==> src/rtl/dl_seq_pkg.sv <==
// rtl/dl_seq_pkg.sv - shared types, ioctl index codes and DSW mapping for the download sequencer
package dl_seq_pkg;

    typedef enum logic [2:0] {IDLE, LOAD, DRAIN, HOLD, RUN} state_e;

    localparam logic [7:0] IDX_ROM = 8'd0;
    localparam logic [7:0] IDX_TNO = 8'd1;
    localparam logic [7:0] IDX_DIP = 8'd254;

    // Titles 1 and 3 fold nibbles of sw1/sw2 into the top byte; title 2 repeats sw2's low nibble.
    function automatic logic [23:0] map_dsw(input logic [3:0] tno, input logic [7:0] sw0,
                                            input logic [7:0] sw1, input logic [7:0] sw2);
        case (tno)
            4'd1, 4'd3: return {sw1[3:0], sw2[3:0], sw1, sw0};
            4'd2:       return {sw2[3:0], sw2[3:0], sw1, sw0};
            default:    return {sw2, sw1, sw0};
        endcase
    endfunction

endpackage

==> src/rtl/dl_sequencer_if.sv <==
// rtl/dl_sequencer_if.sv - ioctl download, ROM write port and status bundle
interface dl_sequencer_if #(parameter int ROM_AW = 17);
    logic              ioctl_download;
    logic              ioctl_wr;
    logic [24:0]       ioctl_addr;
    logic [7:0]        ioctl_dout;
    logic [7:0]        ioctl_index;
    logic              ioctl_wait;
    logic              rom_wr_en;
    logic [ROM_AW-1:0] rom_wr_addr;
    logic [7:0]        rom_wr_data;
    logic              rom_wr_ready;
    logic [3:0]        tno;
    logic [23:0]       dsw;
    logic              core_reset;
    logic              load_done;
    logic              err_overrun;

    modport master (
        output ioctl_download, ioctl_wr, ioctl_addr, ioctl_dout, ioctl_index, rom_wr_ready,
        input  ioctl_wait, rom_wr_en, rom_wr_addr, rom_wr_data, tno, dsw, core_reset,
               load_done, err_overrun
    );

    modport slave (
        input  ioctl_download, ioctl_wr, ioctl_addr, ioctl_dout, ioctl_index, rom_wr_ready,
        output ioctl_wait, rom_wr_en, rom_wr_addr, rom_wr_data, tno, dsw, core_reset,
               load_done, err_overrun
    );
endinterface

==> src/rtl/dl_seq_fifo.sv <==
// rtl/dl_seq_fifo.sv - small register-based FIFO for buffered ROM writes
module dl_seq_fifo #(
    parameter int DEPTH = 4,
    parameter int W     = 25
) (
    input  logic                     clk,
    input  logic                     rst_n,
    input  logic                     flush,
    input  logic                     push,
    input  logic                     pop,
    input  logic [W-1:0]             wdata,
    output logic [W-1:0]             rdata,
    output logic                     full,
    output logic                     empty,
    output logic [$clog2(DEPTH):0]   count
);
    localparam int PW = $clog2(DEPTH);

    logic [W-1:0]  mem_q [DEPTH];
    logic [PW-1:0] wr_q, rd_q;
    logic [PW:0]   cnt_q;
    logic          do_push, do_pop;

    // A push into a full FIFO is only taken when the head leaves in the same cycle.
    assign do_pop  = pop & ~empty;
    assign do_push = push & (~full | do_pop);

    always_ff @(posedge clk or negedge rst_n) begin
        if (!rst_n) begin
            wr_q  <= '0;
            rd_q  <= '0;
            cnt_q <= '0;
        end else if (flush) begin
            wr_q  <= '0;
            rd_q  <= '0;
            cnt_q <= '0;
        end else begin
            if (do_push) wr_q <= wr_q + 1'b1;
            if (do_pop)  rd_q <= rd_q + 1'b1;
            cnt_q <= cnt_q + {{PW{1'b0}}, do_push} - {{PW{1'b0}}, do_pop};
        end
    end

    always_ff @(posedge clk) begin
        if (do_push && !flush) mem_q[wr_q] <= wdata;
    end

    assign rdata = mem_q[rd_q];
    assign full  = (cnt_q == (PW+1)'(DEPTH));
    assign empty = (cnt_q == '0);
    assign count = cnt_q;
endmodule

==> src/rtl/dl_sequencer.sv <==
// rtl/dl_sequencer.sv - routes ioctl download bytes to ROM/title/DIP and sequences core reset
module dl_sequencer
    import dl_seq_pkg::*;
#(
    parameter int ROM_AW     = 17,
    parameter int FIFO_DEPTH = 4,
    parameter int RST_HOLD   = 256
) (
    input  logic           clk_sys,
    input  logic           rst_n,
    dl_sequencer_if.slave  bus
);
    localparam int W  = ROM_AW + 8;
    localparam int PW = $clog2(FIFO_DEPTH);
    localparam int CW = (RST_HOLD > 1) ? $clog2(RST_HOLD) : 1;

    state_e        state_q;
    logic [CW-1:0] hold_q;
    logic          core_reset_q, err_q;
    logic [3:0]    tno_q;
    logic [7:0]    sw0_q, sw1_q, sw2_q;

    logic          in_load, flush, push_req, pop, drop, drain_done, full, empty;
    logic [PW:0]   count;
    logic [W-1:0]  head;

    assign in_load    = (state_q == LOAD);
    assign flush      = bus.ioctl_download & ~in_load;
    assign push_req   = in_load & bus.ioctl_wr & (bus.ioctl_index == IDX_ROM)
                      & (bus.ioctl_addr[24:ROM_AW] == '0);
    assign pop        = ~empty & bus.rom_wr_ready;
    assign drop       = push_req & full & ~pop;
    assign drain_done = empty | (pop & (count == (PW+1)'(1)));

    dl_seq_fifo #(.DEPTH(FIFO_DEPTH), .W(W)) u_fifo (
        .clk   (clk_sys),
        .rst_n (rst_n),
        .flush (flush),
        .push  (push_req),
        .pop   (pop),
        .wdata ({bus.ioctl_addr[ROM_AW-1:0], bus.ioctl_dout}),
        .rdata (head),
        .full  (full),
        .empty (empty),
        .count (count)
    );

    always_ff @(posedge clk_sys or negedge rst_n) begin
        if (!rst_n) begin
            state_q      <= HOLD;
            hold_q       <= CW'(RST_HOLD - 1);
            core_reset_q <= 1'b1;
            err_q        <= 1'b0;
            tno_q        <= '0;
            sw0_q        <= '0;
            sw1_q        <= '0;
            sw2_q        <= '0;
        end else begin
            core_reset_q <= !(state_q == RUN || state_q == IDLE);
            case (state_q)
                LOAD:    if (!bus.ioctl_download) state_q <= DRAIN;
                DRAIN:   if (drain_done) begin
                             state_q <= HOLD;
                             hold_q  <= CW'(RST_HOLD - 1);
                         end
                HOLD:    if (hold_q == '0) state_q <= RUN;
                         else              hold_q  <= hold_q - 1'b1;
                default: ;
            endcase
            // A new download pre-empts every state, abandoning any hold count in progress.
            if (bus.ioctl_download) state_q <= LOAD;

            if (flush)     err_q <= 1'b0;
            else if (drop) err_q <= 1'b1;

            if (in_load && bus.ioctl_wr && bus.ioctl_index == IDX_TNO)
                tno_q <= bus.ioctl_dout[3:0];
            // Only sw0..sw2 feed the DSW map, so the upper DIP bytes are not stored.
            if (in_load && bus.ioctl_wr && bus.ioctl_index == IDX_DIP && bus.ioctl_addr[24:3] == '0) begin
                case (bus.ioctl_addr[2:0])
                    3'd0:    sw0_q <= bus.ioctl_dout;
                    3'd1:    sw1_q <= bus.ioctl_dout;
                    3'd2:    sw2_q <= bus.ioctl_dout;
                    default: ;
                endcase
            end
        end
    end

    assign bus.ioctl_wait  = (count >= (PW+1)'(FIFO_DEPTH - 1));
    assign bus.rom_wr_en   = ~empty;
    assign bus.rom_wr_addr = head[W-1:8];
    assign bus.rom_wr_data = head[7:0];
    assign bus.tno         = tno_q;
    assign bus.dsw         = map_dsw(tno_q, sw0_q, sw1_q, sw2_q);
    assign bus.core_reset  = core_reset_q;
    assign bus.load_done   = (state_q == RUN);
    assign bus.err_overrun = err_q;
endmodule

==> src/flat_wrapper.sv <==
// flat-port wrapper written by rule: the top's interface ports become plain ports
module dl_sequencer_flat import dl_seq_pkg::*;
#(
    parameter int ROM_AW     = 17,
    parameter int FIFO_DEPTH = 4,
    parameter int RST_HOLD   = 256
)
  (clk_sys, rst_n, bus_ioctl_download, bus_ioctl_wr, bus_ioctl_addr, bus_ioctl_dout, bus_ioctl_index, bus_rom_wr_ready, bus_ioctl_wait, bus_rom_wr_en, bus_rom_wr_addr, bus_rom_wr_data, bus_tno, bus_dsw, bus_core_reset, bus_load_done, bus_err_overrun);
  dl_sequencer_if #(.ROM_AW(ROM_AW)) bus_i ();
  input  logic clk_sys;
  input  logic rst_n;
  input wire logic [$bits(bus_i.ioctl_download)-1:0] bus_ioctl_download;
  input wire logic [$bits(bus_i.ioctl_wr)-1:0] bus_ioctl_wr;
  input wire logic [$bits(bus_i.ioctl_addr)-1:0] bus_ioctl_addr;
  input wire logic [$bits(bus_i.ioctl_dout)-1:0] bus_ioctl_dout;
  input wire logic [$bits(bus_i.ioctl_index)-1:0] bus_ioctl_index;
  input wire logic [$bits(bus_i.rom_wr_ready)-1:0] bus_rom_wr_ready;
  output wire logic [$bits(bus_i.ioctl_wait)-1:0] bus_ioctl_wait;
  output wire logic [$bits(bus_i.rom_wr_en)-1:0] bus_rom_wr_en;
  output wire logic [$bits(bus_i.rom_wr_addr)-1:0] bus_rom_wr_addr;
  output wire logic [$bits(bus_i.rom_wr_data)-1:0] bus_rom_wr_data;
  output wire logic [$bits(bus_i.tno)-1:0] bus_tno;
  output wire logic [$bits(bus_i.dsw)-1:0] bus_dsw;
  output wire logic [$bits(bus_i.core_reset)-1:0] bus_core_reset;
  output wire logic [$bits(bus_i.load_done)-1:0] bus_load_done;
  output wire logic [$bits(bus_i.err_overrun)-1:0] bus_err_overrun;
  assign bus_i.ioctl_download = bus_ioctl_download;
  assign bus_i.ioctl_wr = bus_ioctl_wr;
  assign bus_i.ioctl_addr = bus_ioctl_addr;
  assign bus_i.ioctl_dout = bus_ioctl_dout;
  assign bus_i.ioctl_index = bus_ioctl_index;
  assign bus_i.rom_wr_ready = bus_rom_wr_ready;
  assign bus_ioctl_wait = bus_i.ioctl_wait;
  assign bus_rom_wr_en = bus_i.rom_wr_en;
  assign bus_rom_wr_addr = bus_i.rom_wr_addr;
  assign bus_rom_wr_data = bus_i.rom_wr_data;
  assign bus_tno = bus_i.tno;
  assign bus_dsw = bus_i.dsw;
  assign bus_core_reset = bus_i.core_reset;
  assign bus_load_done = bus_i.load_done;
  assign bus_err_overrun = bus_i.err_overrun;
  dl_sequencer #(.ROM_AW(ROM_AW), .FIFO_DEPTH(FIFO_DEPTH), .RST_HOLD(RST_HOLD)) u_core (.clk_sys(clk_sys), .rst_n(rst_n), .bus(bus_i));
endmodule
==> config.mk <==
export PLATFORM = sky130hd
export DESIGN_NAME = dl_sequencer_flat
export DESIGN_NICKNAME = d
export VERILOG_FILES = /design/src/rtl/dl_seq_pkg.sv /design/src/rtl/dl_sequencer_if.sv /design/src/rtl/dl_seq_fifo.sv /design/src/rtl/dl_sequencer.sv /design/src/flat_wrapper.sv
export SDC_FILE = /design/constraint.sdc
export NUM_CORES = 1
export LEC_CHECK = 0
export ABC_AREA = 1
export CAP_MARGIN = 25
export CORE_MARGIN = 2
export CORE_UTILIZATION = 53
export DETAILED_ROUTE_END_ITERATION = 10
export PLACE_DENSITY = 0.79
export SYNTH_ARGS = -nofsm -noshare
export SYNTH_HDL_FRONTEND = slang
export SYNTH_SLANG_ARGS = --single-unit
==> constraint.sdc <==
create_clock -name clk_sys -period 3.23 [get_ports clk_sys]
set_clock_uncertainty 0.15 [all_clocks]
set_input_delay 0.4845 -clock clk_sys [delete_from_list [all_inputs] [get_ports clk_sys]]
set_output_delay 0.4845 -clock clk_sys [all_outputs]
set_load 0.01 [all_outputs]
==> impl_metrics.ini <==
[cells_and_area]
layout.cells.most_common_list = 116 x sky130_fd_sc_hd__nand2_1, 102 x sky130_fd_sc_hd__clkdlybuf4s50_1, 100 x sky130_fd_sc_hd__edfxtp_1
final_common_cell = sky130_fd_sc_hd__nand2_1
final_design_area_no_fill_mm2 = 0.00817
synthToLayoutAreaGrowth_pct = 27.7
fill_cells = 889
antenna_cells_inserted = 0
design.final.nets = 768
drive_above_1_share_pct = 10.5

[timing]
setup-tns-final_ns = 0
whs_ns = 0.317
final-setup-viol-count = 0
max_slew_margin_pct = 60.2
fmax_ghz = 0.360
unrepaired_setup_endpoints_after_global_routing = false
drv_slew = 0
post-route-min-period_ns = 2.77
count_of_final_hold_check_violations = 0
max_slew.worst_pin.slew_ns = 0.596
final.period_utilization_pct = 85.9

[grt]
grt_total_usage_pct = 22.6
grt_pass1_vias = 4699
grt_overflow = 0
grt_start_max_net_pins = 40
grt_antenna_before_repair = 0
grt_pass1_wl_um = 22500

[drt]
routed_via_density = 5.49
dr_drc_count = 0
drt_first_iter_violations = 431
wl_um = 14200
route.antenna.remaining_nets = 0
dr.pass1.iters = 5
detail_route.wl_per_cell_um = 16.3
vias = 4794

[placed_design]
placed_area_mm2 = 0.00762
place.port_buffers = 103
finalWeightedCongestion = 0.794
dp_hpwl_um = 9230

[critical_path]
critical_path_arrival_ns = 2.14
timing.critical_path.from = u_core.bus.tno[3]
critPathCapture = bus_dsw[22]
r2r_cells = 9
setup.worst_path.class = flip-flop to output port
timing.critical_path.required_ns = 2.60
timing.critical_path.slowest_cell_delay_ns = 0.48
rr_endpoint = u_core.u_fifo.count[2]
crit-reg2reg-launch = u_core.state_q[0]
path_cells = nor2_1 -> inv_1 -> nor3_1 -> nor2_1 -> nand2_1 -> nand3_1 -> clkdlybuf4s50_1
worst_setup_path_end_kind = output port
crit_slowest_cell = sky130_fd_sc_hd__clkdlybuf4s50_1
cell_repeated_most_along_the_worst_path = sky130_fd_sc_hd__nor2_1
critical_path.max_fanout = 5
critical_path_launch_point_type = flip-flop
regToRegSetupSlack_ns = 0.64

[clocking]
cts_hold_buffers = 1
cts_setup_buffers = 0
clock_tree_from_tritoncts = built
clock_root_buffer = sky130_fd_sc_hd__clkbuf_16
cts-buffers-inserted = 17
h_tree_depth_reported_by_cts = 4
clk_latency_ns = 0.41
tritoncts_num_sinks = 148
cts.reportedPaths.clkPinSlew_ns = 0.06
clock_tree.buffer_depth = 2
ctsResizeCount = 0

[synthesis]
synth.yosys.warnings = 0
post_synthesis_average_cell_area_um2 = 10.7
syn_area_mm2 = 0.00640
synth.net_count = 653
post_synth_inst_count = 598
seq_total_area_yosys_pct = 65.9
synth.lib_cells_used.distinct = 32
yosys_register_bits = 148

[power_and_ir_drop]
cellInternalPower_uw = 4090
leakage_uw = 0.00322
clockPowerShare_pct = 30.2
sw_share_pct = 31.1
total_switching_power_uw = 1850
share_seq_of_total_power_pct = 38.6
combPwrFrac_pct = 31.2
worst_ir_drop_vdd_mv = 0.423
power.density_mw_per_mm2 = 727

[hold_path]
hp-class = input pin to asynchronous set/reset pin

[floorplan]
core_region_area_mm2 = 0.0119
chipHeight_um = 114
floorplan_die_width_um = 114
fp.dieArea_mm2 = 0.0130
floorplan.rows = 40
initial_utilization_pct = 53.7
ioPinCount = 104

[outcome]
status = complete, no violations

[run]
maxCapViolations = 0
power by group through the flow:
stage	clock, uW	sequential, uW	combinational [uW]
2_1_floorplan	0	2310	1080
3_3_place_gp	0	2320	1780
3_5_place_dp	0	2330	1860
4_1_cts	1810	2290	1860
5_1_grt	1890	2310	2040
6_report	1790	2290	1850
per-stage QoR:
step | worst slack, ns | power [uW] | utilization (%) | cells
6_report | 0.456 | 5940 | 68.6 | 873
5_1_grt | 0.190 | 6240 | 68.6 | 873
4_1_cts | 0.415 | 5960 | 68.6 | 873
3_5_place_dp | 0.193 | 4180 | 63.9 | 840
3_3_place_gp | 0.277 | 4100 | 63.8 | 839
2_1_floorplan | 0.414 | 3390 | - | 598
synthesized netlist by cell type:
cell type	number	area [um^2]
sky130_fd_sc_hd__inv_2	3	11.3
sky130_fd_sc_hd__nand2_1	116	435
sky130_fd_sc_hd__nor2_4	2	22.5
sky130_fd_sc_hd__o21ai_2	4	35.0
sky130_fd_sc_hd__edfxtp_1	100	3000
sky130_fd_sc_hd__buf_4	6	45.0
sky130_fd_sc_hd__nor3b_1	1	7.51
sky130_fd_sc_hd__buf_6	2	22.5
sky130_fd_sc_hd__nor2_2	1	6.26
sky130_fd_sc_hd__clkbuf_8	1	13.8
sky130_fd_sc_hd__a21boi_0	1	7.51
sky130_fd_sc_hd__o21ai_1	1	5.00
sky130_fd_sc_hd__nor2_1	93	349
sky130_fd_sc_hd__fa_1	1	20.0
sky130_fd_sc_hd__xnor2_1	2	17.5
sky130_fd_sc_hd__nor3_1	4	20.0
sky130_fd_sc_hd__nand2_2	1	6.26
sky130_fd_sc_hd__ha_1	8	100
sky130_fd_sc_hd__nand3b_1	1	7.51
sky130_fd_sc_hd__a21oi_1	8	40.0
sky130_fd_sc_hd__dfstp_2	11	289
sky130_fd_sc_hd__inv_1	39	146
sky130_fd_sc_hd__nor3_2	3	30.0
sky130_fd_sc_hd__o21ai_0	59	295
sky130_fd_sc_hd__nand4_1	32	200
sky130_fd_sc_hd__nand3_1	17	85.1
sky130_fd_sc_hd__buf_1	1	3.75
sky130_fd_sc_hd__o22ai_1	25	156
sky130_fd_sc_hd__clkbuf_1	14	52.6
sky130_fd_sc_hd__nand3_2	3	30.0
sky130_fd_sc_hd__dfrtp_1	37	926
sky130_fd_sc_hd__nand4_2	1	12.5
logic make-up after synthesis:
group | Yosys count | synth area share, %
DFF | 148 | 65.9
AOI/OAI and AO/OA | 98 | 8.42
buffers and inverters | 66 | 4.61
and+or+nand+nor | 275 | 18.9
xor gates and xnor gates | 2 | 0.274
adders and majority gates | 9 | 1.88
worst max-delay path, delay by kind of cell, from the launching register on:
family	cells	cell delay, ns
buf+inv	2	0.54
simple gates	5	0.80
flops	1	0.40
area by class of cell:
| type | count | area [um^2] | area share (%) |
|---|---|---|---|
| clock buffer | 28 | 527 | 6.44 |
| clock inverter | 4 | 20.0 | 0.245 |
| inverter | 42 | 158 | 1.93 |
| multi-input combinational | 384 | 1900 | 23.2 |
| sequential | 148 | 4220 | 51.6 |
| tap | 147 | 184 | 2.25 |
| timing repair buffer | 120 | 1170 | 14.3 |
metal layers:
layer	track usage (%)	part of all wire, %
met5	0	0
met2	38.3	50
met4	8.62	1.7
met3	4.36	5.0
met1	29.1	43
state kept, by name, summed over array words and instances (netlist names):
signal / cells
u_core.u_fifo.mem_q: 100
u_core.hold_q: 8
u_core.sw0_q: 8
u_core.sw1_q: 8
u_core.sw2_q: 8
u_core.bus.tno: 4
u_core.state_q: 3
u_core.u_fifo.count: 3
u_core.u_fifo.rd_q: 2
u_core.u_fifo.wr_q: 2
u_core.bus.core_reset: 1
u_core.bus.err_overrun: 1
worst min-delay path by stage:
stage               slack [ns]  cells past startpoint                     end            start
finish                    0.32                      2         u_core.sw1_q[6]            rst_n
global route              0.35                      2         u_core.sw1_q[6]            rst_n
CTS                       0.32                      2         u_core.sw1_q[6]            rst_n
detailed placement        0.23                      1         u_core.sw1_q[6]            rst_n
global placement          0.31                      2         u_core.sw0_q[6]  u_core.sw0_q[6]
floorplan                 0.04                      0  u_core.bus.err_overrun            rst_n
Note: power is estimated with default switching activity, not from simulation.
